$ cat src/rtl/clock_pkg.sv
// Shared definitions for the clock update controller.
//   upd_state_e  : one-hot encodings of the update FSM states
//   REQ_*        : bit positions of the pending-request flags
//   pick_request : one-hot grant of the highest-priority pending request
//                  (sclr > tck > hinc > minc)
package clock_pkg;

    typedef enum logic [4:0] {
        ST_IDLE     = 5'b00001,
        ST_SEC_CLR  = 5'b00010,
        ST_SEC_UPD  = 5'b00100,
        ST_MIN_UPD  = 5'b01000,
        ST_HOUR_UPD = 5'b10000
    } upd_state_e;

    localparam int NUM_REQ  = 4;
    localparam int REQ_TCK  = 0;
    localparam int REQ_SCLR = 1;
    localparam int REQ_HINC = 2;
    localparam int REQ_MINC = 3;

    typedef logic [NUM_REQ-1:0] req_vec_t;

    function automatic req_vec_t pick_request(input req_vec_t pend);
        req_vec_t grant;
        grant = '0;
        if (pend[REQ_SCLR])      grant[REQ_SCLR] = 1'b1;
        else if (pend[REQ_TCK])  grant[REQ_TCK]  = 1'b1;
        else if (pend[REQ_HINC]) grant[REQ_HINC] = 1'b1;
        else if (pend[REQ_MINC]) grant[REQ_MINC] = 1'b1;
        return grant;
    endfunction

endpackage

$ cat src/rtl/clock_prescaler.sv
// 1 Hz tick prescaler and display blink divider.
// Ports:
//   ck, sysreset_n : clock, synchronous active-low reset
//   run            : 1 = count; 0 = hold the tick counter at 0
//   tick           : high for the last cycle of each CLK_HZ-cycle second
//   blink          : square wave toggling every BLINK_DIV cycles, resets to 1
module clock_prescaler #(
    parameter int CLK_HZ    = 1000,
    parameter int BLINK_DIV = 500
) (
    input  logic ck,
    input  logic sysreset_n,
    input  logic run,
    output logic tick,
    output logic blink
);

    localparam int TW = $clog2(CLK_HZ + 1);
    localparam int BW = $clog2(BLINK_DIV + 1);
    localparam logic [TW-1:0] TICK_LAST  = TW'(CLK_HZ - 1);
    localparam logic [BW-1:0] BLINK_LAST = BW'(BLINK_DIV - 1);

    logic [TW-1:0] tick_cnt;
    logic [BW-1:0] blink_cnt;

    assign tick = run && (tick_cnt == TICK_LAST);

    always_ff @(posedge ck) begin
        if (!sysreset_n) begin
            tick_cnt <= '0;
        end else if (!run) begin
            tick_cnt <= '0;
        end else if (tick_cnt == TICK_LAST) begin
            tick_cnt <= '0;
        end else begin
            tick_cnt <= tick_cnt + 1'b1;
        end
    end

    always_ff @(posedge ck) begin
        if (!sysreset_n) begin
            blink_cnt <= '0;
            blink     <= 1'b1;
        end else if (blink_cnt == BLINK_LAST) begin
            blink_cnt <= '0;
            blink     <= ~blink;
        end else begin
            blink_cnt <= blink_cnt + 1'b1;
        end
    end

endmodule

$ cat src/rtl/clock_update_ctrl.sv
// Sequences all writes to the sec/min/hour counters: arbitrates between the
// 1 Hz tick and the setting commands, issues one-cycle enable pulses and
// ripples carries one stage per cycle.
// Optional feature macro: CLOCK_SEC_ROUND_EN (seconds clear rounds up a minute
// when sec_ge30 is set; otherwise sec_ge30 is ignored).
// Ports:
//   ck, sysreset_n                : clock, synchronous active-low reset
//   run                           : 1 = timekeeping, 0 = setting mode
//   sec_reset, min_inc, hour_inc  : level commands, acted on at rising edge
//   sec_is59, min_is59, sec_ge30  : counter status
//   sec_clr, sec_en, min_en, hour_en : one-cycle counter pulses
//   blink                         : display blink square wave
//   busy                          : FSM not in IDLE
//
// state    | meaning
// IDLE     | waiting; grants the highest-priority pending request
// SEC_CLR  | clear seconds (optionally round up into MIN_UPD)
// SEC_UPD  | increment seconds; carry into minutes at 59
// MIN_UPD  | increment minutes; carry into hours only on a tick ripple
// HOUR_UPD | increment hours
module clock_update_ctrl
    import clock_pkg::*;
#(
    parameter int CLK_HZ    = 1000,
    parameter int BLINK_DIV = 500
) (
    input  logic ck,
    input  logic sysreset_n,
    input  logic run,
    input  logic sec_reset,
    input  logic min_inc,
    input  logic hour_inc,
    input  logic sec_is59,
    input  logic min_is59,
    input  logic sec_ge30,
    output logic sec_clr,
    output logic sec_en,
    output logic min_en,
    output logic hour_en,
    output logic blink,
    output logic busy
);

    logic       tick;
    logic [2:0] cmd_q;
    logic [2:0] cmd_prev;
    logic [2:0] cmd_rise;
    req_vec_t   req_set;
    req_vec_t   pend;
    req_vec_t   grant;
    upd_state_e state, state_nx;
    logic       carry, carry_nx;

`ifndef CLOCK_SEC_ROUND_EN
    logic unused_sec_ge30;
    assign unused_sec_ge30 = sec_ge30;
`endif

    clock_prescaler #(
        .CLK_HZ    (CLK_HZ),
        .BLINK_DIV (BLINK_DIV)
    ) u_prescaler (
        .ck         (ck),
        .sysreset_n (sysreset_n),
        .run        (run),
        .tick       (tick),
        .blink      (blink)
    );

    // Both edge-detect stages reset high so a command held through reset
    // is not seen as a new request.
    always_ff @(posedge ck) begin
        if (!sysreset_n) begin
            cmd_q    <= 3'b111;
            cmd_prev <= 3'b111;
        end else begin
            cmd_q    <= {hour_inc, min_inc, sec_reset};
            cmd_prev <= cmd_q;
        end
    end

    assign cmd_rise = cmd_q & ~cmd_prev;

    always_comb begin
        req_set           = '0;
        req_set[REQ_TCK]  = tick;
        req_set[REQ_SCLR] = cmd_rise[0];
        req_set[REQ_MINC] = cmd_rise[1];
        req_set[REQ_HINC] = cmd_rise[2];
    end

    assign grant = (state == ST_IDLE) ? pick_request(pend) : '0;

    // Set after clear: a request arriving as its flag is served stays pending.
    always_ff @(posedge ck) begin
        if (!sysreset_n) begin
            pend <= '0;
        end else begin
            pend <= (pend & ~grant) | req_set;
        end
    end

    always_ff @(posedge ck) begin
        if (!sysreset_n) begin
            state <= ST_IDLE;
            carry <= 1'b0;
        end else begin
            state <= state_nx;
            carry <= carry_nx;
        end
    end

    always_comb begin
        state_nx = state;
        carry_nx = carry;
        case (state)
            ST_IDLE: begin
                if (grant[REQ_SCLR]) begin
                    state_nx = ST_SEC_CLR;
                end else if (grant[REQ_TCK]) begin
                    state_nx = ST_SEC_UPD;
                end else if (grant[REQ_HINC]) begin
                    state_nx = ST_HOUR_UPD;
                end else if (grant[REQ_MINC]) begin
                    state_nx = ST_MIN_UPD;
                    carry_nx = 1'b0;
                end
            end
            ST_SEC_CLR: begin
`ifdef CLOCK_SEC_ROUND_EN
                if (sec_ge30) begin
                    state_nx = ST_MIN_UPD;
                    carry_nx = 1'b0;
                end else begin
                    state_nx = ST_IDLE;
                end
`else
                state_nx = ST_IDLE;
`endif
            end
            ST_SEC_UPD: begin
                // sec_is59 is the pre-increment value of this cycle
                if (sec_is59) begin
                    state_nx = ST_MIN_UPD;
                    carry_nx = 1'b1;
                end else begin
                    state_nx = ST_IDLE;
                end
            end
            ST_MIN_UPD: begin
                state_nx = (carry && min_is59) ? ST_HOUR_UPD : ST_IDLE;
            end
            ST_HOUR_UPD: begin
                state_nx = ST_IDLE;
            end
            default: begin
                state_nx = ST_IDLE;
                carry_nx = 1'b0;
            end
        endcase
    end

    always_comb begin
        sec_clr = (state == ST_SEC_CLR);
        sec_en  = (state == ST_SEC_UPD);
        min_en  = (state == ST_MIN_UPD);
        hour_en = (state == ST_HOUR_UPD);
        busy    = (state != ST_IDLE);
    end

endmodule
$ cat config.mk
export PLATFORM = sky130hd
export DESIGN_NAME = clock_update_ctrl
export DESIGN_NICKNAME = d
export VERILOG_FILES = /design/src/rtl/clock_pkg.sv /design/src/rtl/clock_prescaler.sv /design/src/rtl/clock_update_ctrl.sv
export SDC_FILE = /design/constraint.sdc
export NUM_CORES = 1
export LEC_CHECK = 0
export CAP_MARGIN = 20
export CORE_ASPECT_RATIO = 2
export CORE_MARGIN = 5
export CORE_UTILIZATION = 55
export CTS_BUF_LIST = sky130_fd_sc_hd__clkbuf_2
export CTS_CLUSTER_SIZE = 25
export DETAILED_ROUTE_END_ITERATION = 10
export DONT_BUFFER_PORTS = 1
export HOLD_SLACK_MARGIN = 0.06
export PLACE_DENSITY_LB_ADDON = 0.15
export RECOVER_POWER = 50
export SKIP_CTS_REPAIR_TIMING = 1
export SYNTH_ARGS = -nofsm -noshare
export SYNTH_HDL_FRONTEND = slang
export SYNTH_SLANG_ARGS = --single-unit
$ cat constraint.sdc
create_clock -name ck -period 1.8 [get_ports ck]
set_clock_uncertainty 0.05 [all_clocks]
set_input_delay 0.45 -clock ck [delete_from_list [all_inputs] [get_ports ck]]
set_output_delay 0.45 -clock ck [all_outputs]
set_load 0.05 [all_outputs]
# Word-level counts from Yosys, hierarchy flattened
# Cells that the tools add are included.
# totals
reg_bits	36
in_bits	9
output_inout_bits	6
wordCells	61
# classes
add_sub_neg	2
eq_ne	14
mux	22
bitwise	9
n_reduce_logical	6
# ops
op	n
2-to-1 mux 5 bit	5
case mux 5 bit (3 select lines)	1
2-to-1 mux 1 bit	11
adder 10 x 1 -> 10 bit, second input constant	1
equality test 10 bit, second input constant	1
inequality test 2 bit, second input constant	5
adder 9 x 1 -> 9 bit, second input constant	1
equality test 9 bit, second input constant	1
2-to-1 mux 4 bit	2
AND reduction 6 bit	1
OR reduction 3 bit	2
equality test 5 x 1 -> 1 bit, second input constant	1
equality test 5 x 2 -> 1 bit, second input constant	1
equality test 5 x 3 -> 1 bit, second input constant	1
equality test 5 x 4 -> 1 bit, second input constant	1
equality test 5 bit, second input constant	1
inequality test 5 x 1 -> 1 bit, second input constant	1
inequality test 5 bit, second input constant	1
AND 4 bit	1
2-to-1 mux 2 bit	2
inverter 1 bit	4
inverter 4 bit	1
bitwise OR 4 bit	1
AND 3 bit	1
4 further kinds	5

# Longest topological paths before layout
# logic_depth
word_depth	10
mapped_depth	5
ltp_nobuf	5

# By module
# From an unflattened synthesis, not the netlist that was laid out.
# hier_totals
cells_unflattened	166
hier_area_um2	1555.2
# modules_own_cells
module	instances	cells_each	area_each_um2	seq_area_each_um2
clock_prescaler	1	96	883.3	400.4
clock_update_ctrl	1	70	671.9	320.3

# Worst setup path before layout
# Ideal clock, no wire load.
# synth_path
path_type	reg2out
start	reg state[2]
end	out hour_en
arrival_ns	2.052
required_time_ns	1.300
slack_ns	-0.752
stages_incl_launch_ff	3
path_buffers	0
cell_sequence	dfxtp_1 nor2_2 nor4bb_1
# synth_between
elab_chain_len	1
# synth_lines
item	line_no	source
from (decl)	clock_update_ctrl.sv:51	upd_state_e state, state_nx;
from (signal assigned)	clock_update_ctrl.sv:108	state <= state_nx;
equality test 5 bit	clock_update_ctrl.sv:167	hour_en = (state == ST_HOUR_UPD);
to (decl)	clock_update_ctrl.sv:39	output logic hour_en,
# No other way between the ends.

# Worst setup path in the final report
# layout_path
start	reg state[2]
end	out min_en
# layout_between
elab_chain_len	1
# layout_lines
item	line_no	source
equality test 5 x 4 -> 1 bit	clock_update_ctrl.sv:166	min_en = (state == ST_MIN_UPD);
to (decl)	clock_update_ctrl.sv:38	output logic min_en,
# No other way between the ends.

==> summary.txt <==
Logic synthesis
  – Most numerous cell types in the synthesized netlist: dfxtp_1 (36), nor2_1 (27), nand2_1 (15)
  – Top post-synthesis cells by area: dfxtp_1 (48%), nor2_1 (6.7%), xnor2_1 (5.8%)
  – Compound-Gate Fraction of Synth Area: 0.0961
  – #FFs+latches synth: 36
  – Synth Area in Adders: 0.0166
  – Synthesized area: 1510 um2
  – Count leader, synth: dfxtp_1
  – Post-synthesis area per instance: 8.94 um2
  – Largest family of logic cells by synthesized area: simple AND/OR/NAND/NOR gates
  – Syn. warnings: 0
  – Top-area cell type share of the netlist area: 0.477
  – Synth Net Count: 180
  – Mux contribution to synthesized area: 0
  – Post-synth EDFFs: 0
  – Synth Flop Type: dfxtp_1
  – Count of mapped cells out of synthesis: ~170
  – Synth Area in Simple Gates: 0.300
  – Post-synthesis sequential area ratio: 0.477
  – Yosys top cell by area: dfxtp_1
  – Xor/xnor share of the synthesized area: 0.0928
  – Distinct cells, synth: 38
  – Asr flop ratio synth: 0

Timing
  – Final WS setup: -43.6 ps
  – Rel. slew slack: 0.632
  – Slew Viols, Final: 0
  – Final Critical Period: 1840 ps
  – Worst slew pin tran: 552 ps
  – RSZ-0062 raised after global routing: true
  – Period utilization: 1.02
  – Final Setup Violations: 3
  – Final TNS setup: -71.7 ps
  – Max frequency: roughly 540 MHz
  – Final Hold Fails: 0

Finish
  – Share of layout cells above drive strength 1: 0.186
  – Non-Filler Instances: 217
  – Final Cell Area: roughly 1800 um2
  – Fin nets: about 200
  – N_diodes: 0
  – Area grow syn2layout: 19.1%

Global route
  – GR Util met1: 0.152
  – Routing usage on met3: 0.0583
  – GRT Util Overall: 0.168
  – Total gr overflow: 0
  – Vias in the first global route: 1184
  – First-pass GRT wire length: slightly below 5000 um
  – Largest net degree at the start of global routing: 26
  – Most Used Layer, Global Route: met2
  – Initial antenna violation count: 0
  – Met2 Track Usage GR: 0.307

Floorplan
  – I/O pins: 15
  – Rows: 27
  – Die area: 3960 um2
  – Placeable Area: ~2700 um2
  – Die Y: 84.1 um
  – DIE WIDTH: ~47 um
  – Initial core utilization: 0.559

Routing
  – DRT iter0 DRCs: 20
  – Detailed Routing Iterations Pass 1: 4
  – Post-route ant nets: 0
  – Routed WL: 3090 um
  – WL/cell: about 14 um
  – Vias: 1189
  – # DRC: 0
  – Vias per cell: 5.48

Placement
  – DPL Wire Length: between 2000 and 2500 um
  – Placed instance area: 1620 um2
  – RD Place Congestion: 0.749
  – IO Port Bufs: 0
  – Placed cell count: 204

Run status
  – Outcome: finished, violations left
  – Failing checks: negative setup slack

Power
  – PwrDens: 807 nW/um2
  – Pleak: 0.000690 uW
  – Peak supply drop: 842 uV
  – Pwr Total: 1450 uW

Worst setup path
  – R2R setup slack: 30 ps
  – Crit path from: state[2]$_SDFFE_PN0P_
  – Setup crit end: min_en
  – RR Endpoint: pend[3]$_SDFF_PN0_
  – WP data required: 1300 ps
  – Critical path type: register to output pin
  – Type of origin of the critical path: register
  – Reg2Reg Launch Point: state[4]$_SDFFE_PN0P_
  – R2R depth: 5
  – CP arrival: around 1300 ps
  – Endpoint class of the critical path: output pin
  – CP max FO: 3

Job
  – Max_cap viols: 0

Clocking
  – Clock buffer depth: 2
  – CTS Root Cell: clkbuf_2
  – Num CTS Buffers: 5
  – TritonCTS clock tree: done
  – Reg clk slew, reported paths: 180 ps
  – Latest clock arrival within the worst-skew pair: approximately 370 ps
  – Clock Sinks: 36
  – H-tree levels: 2

Hold path
  – Min-delay src: sec_reset
  – Class of the worst hold path: input port to register
-- worst max-delay path, cell delays in order, from the launching register on --
cell,delay (ps)
dfxtp_4,390
buf_4,140
nor2_2,90
and3_4,200
buf_8,140
-- state kept, by name, indices dropped and copies added, names as in the netlist --
register               cells
u_prescaler.tick_cnt      10
pend                       4
cmd_q                      3
u_prescaler.blink          1
cmd_prev                   3
carry                      1
state                      5
u_prescaler.blink_cnt      9
-- layout make-up --
cell class | instances | area, um2
clock inverter | 2 | 35.0
timing repair buffer | 14 | 139
tap | 29 | 36.3
inverter | 4 | 15.0
sequential | 36 | 732
fill | 238 | 903
multi-input combinational | 126 | 812
clock buffer | 6 | 30.0
-- power by group --
part	internal, uW	switching [uW]
Combinational	52.7	67.0
Clock	239	249
Sequential	820	23.5
-- routing by layer --
layer	share of wire	vias to the layer above
met5	0	-
met4	0.018	0
met3	0.046	5
met2	0.60	17
met1	0.34	557
li1	-	610
-- layout by cell type (no fill, tap or decap), drive strengths merged, types with 2 or more instances in the layout --
cell type	n
nor3	5
ha	2
nor2b	5
and3	4
or4	2
a21boi	3
o21a	2
nor2	28
nand2b	10
a21oi	3
buf	12
xnor2	10
o21ai	3
clkbuf	7
or4b	2
a31o	2
inv	4
nand2	15
xor2	6
nand3	9
nand4	3
dfxtp	36
-- how the worst min path moves through the flow --
stage / cells after the start / to / slack (ps)
floorplan: 1 / cmd_prev[0]$_SDFF_PN1_ / 350
finish: 1 / cmd_q[0]$_SDFF_PN1_ / 110
global placement: 1 / cmd_prev[0]$_SDFF_PN1_ / 360
CTS: 1 / cmd_prev[0]$_SDFF_PN1_ / 60
global route: 1 / pend[0]$_SDFF_PN0_ / 70
detailed placement: 1 / cmd_prev[0]$_SDFF_PN1_ / 370
-- cell families after synthesis --
kind of cell	after synthesis
buffers and inverters	7
AND/OR/NAND/NOR	88
XOR/XNOR	16
flip-flops	36
adder cells (fa/ha/maj)	2
AO/OA/AOI/OAI	20
-- metrics by stage --
step | hold slack (ps) | util | setup slack (ps)
after floorplan | 352 | - | 17.7
after CTS | 55.2 | 0.623 | -266
final | 110 | 0.666 | -43.6
after detailed placement | 368 | 0.599 | 132
after global placement | 360 | 0.599 | 164
after global routing | 69.4 | 0.666 | -112
No activity file was read; power rests on OpenSTA's default activity.
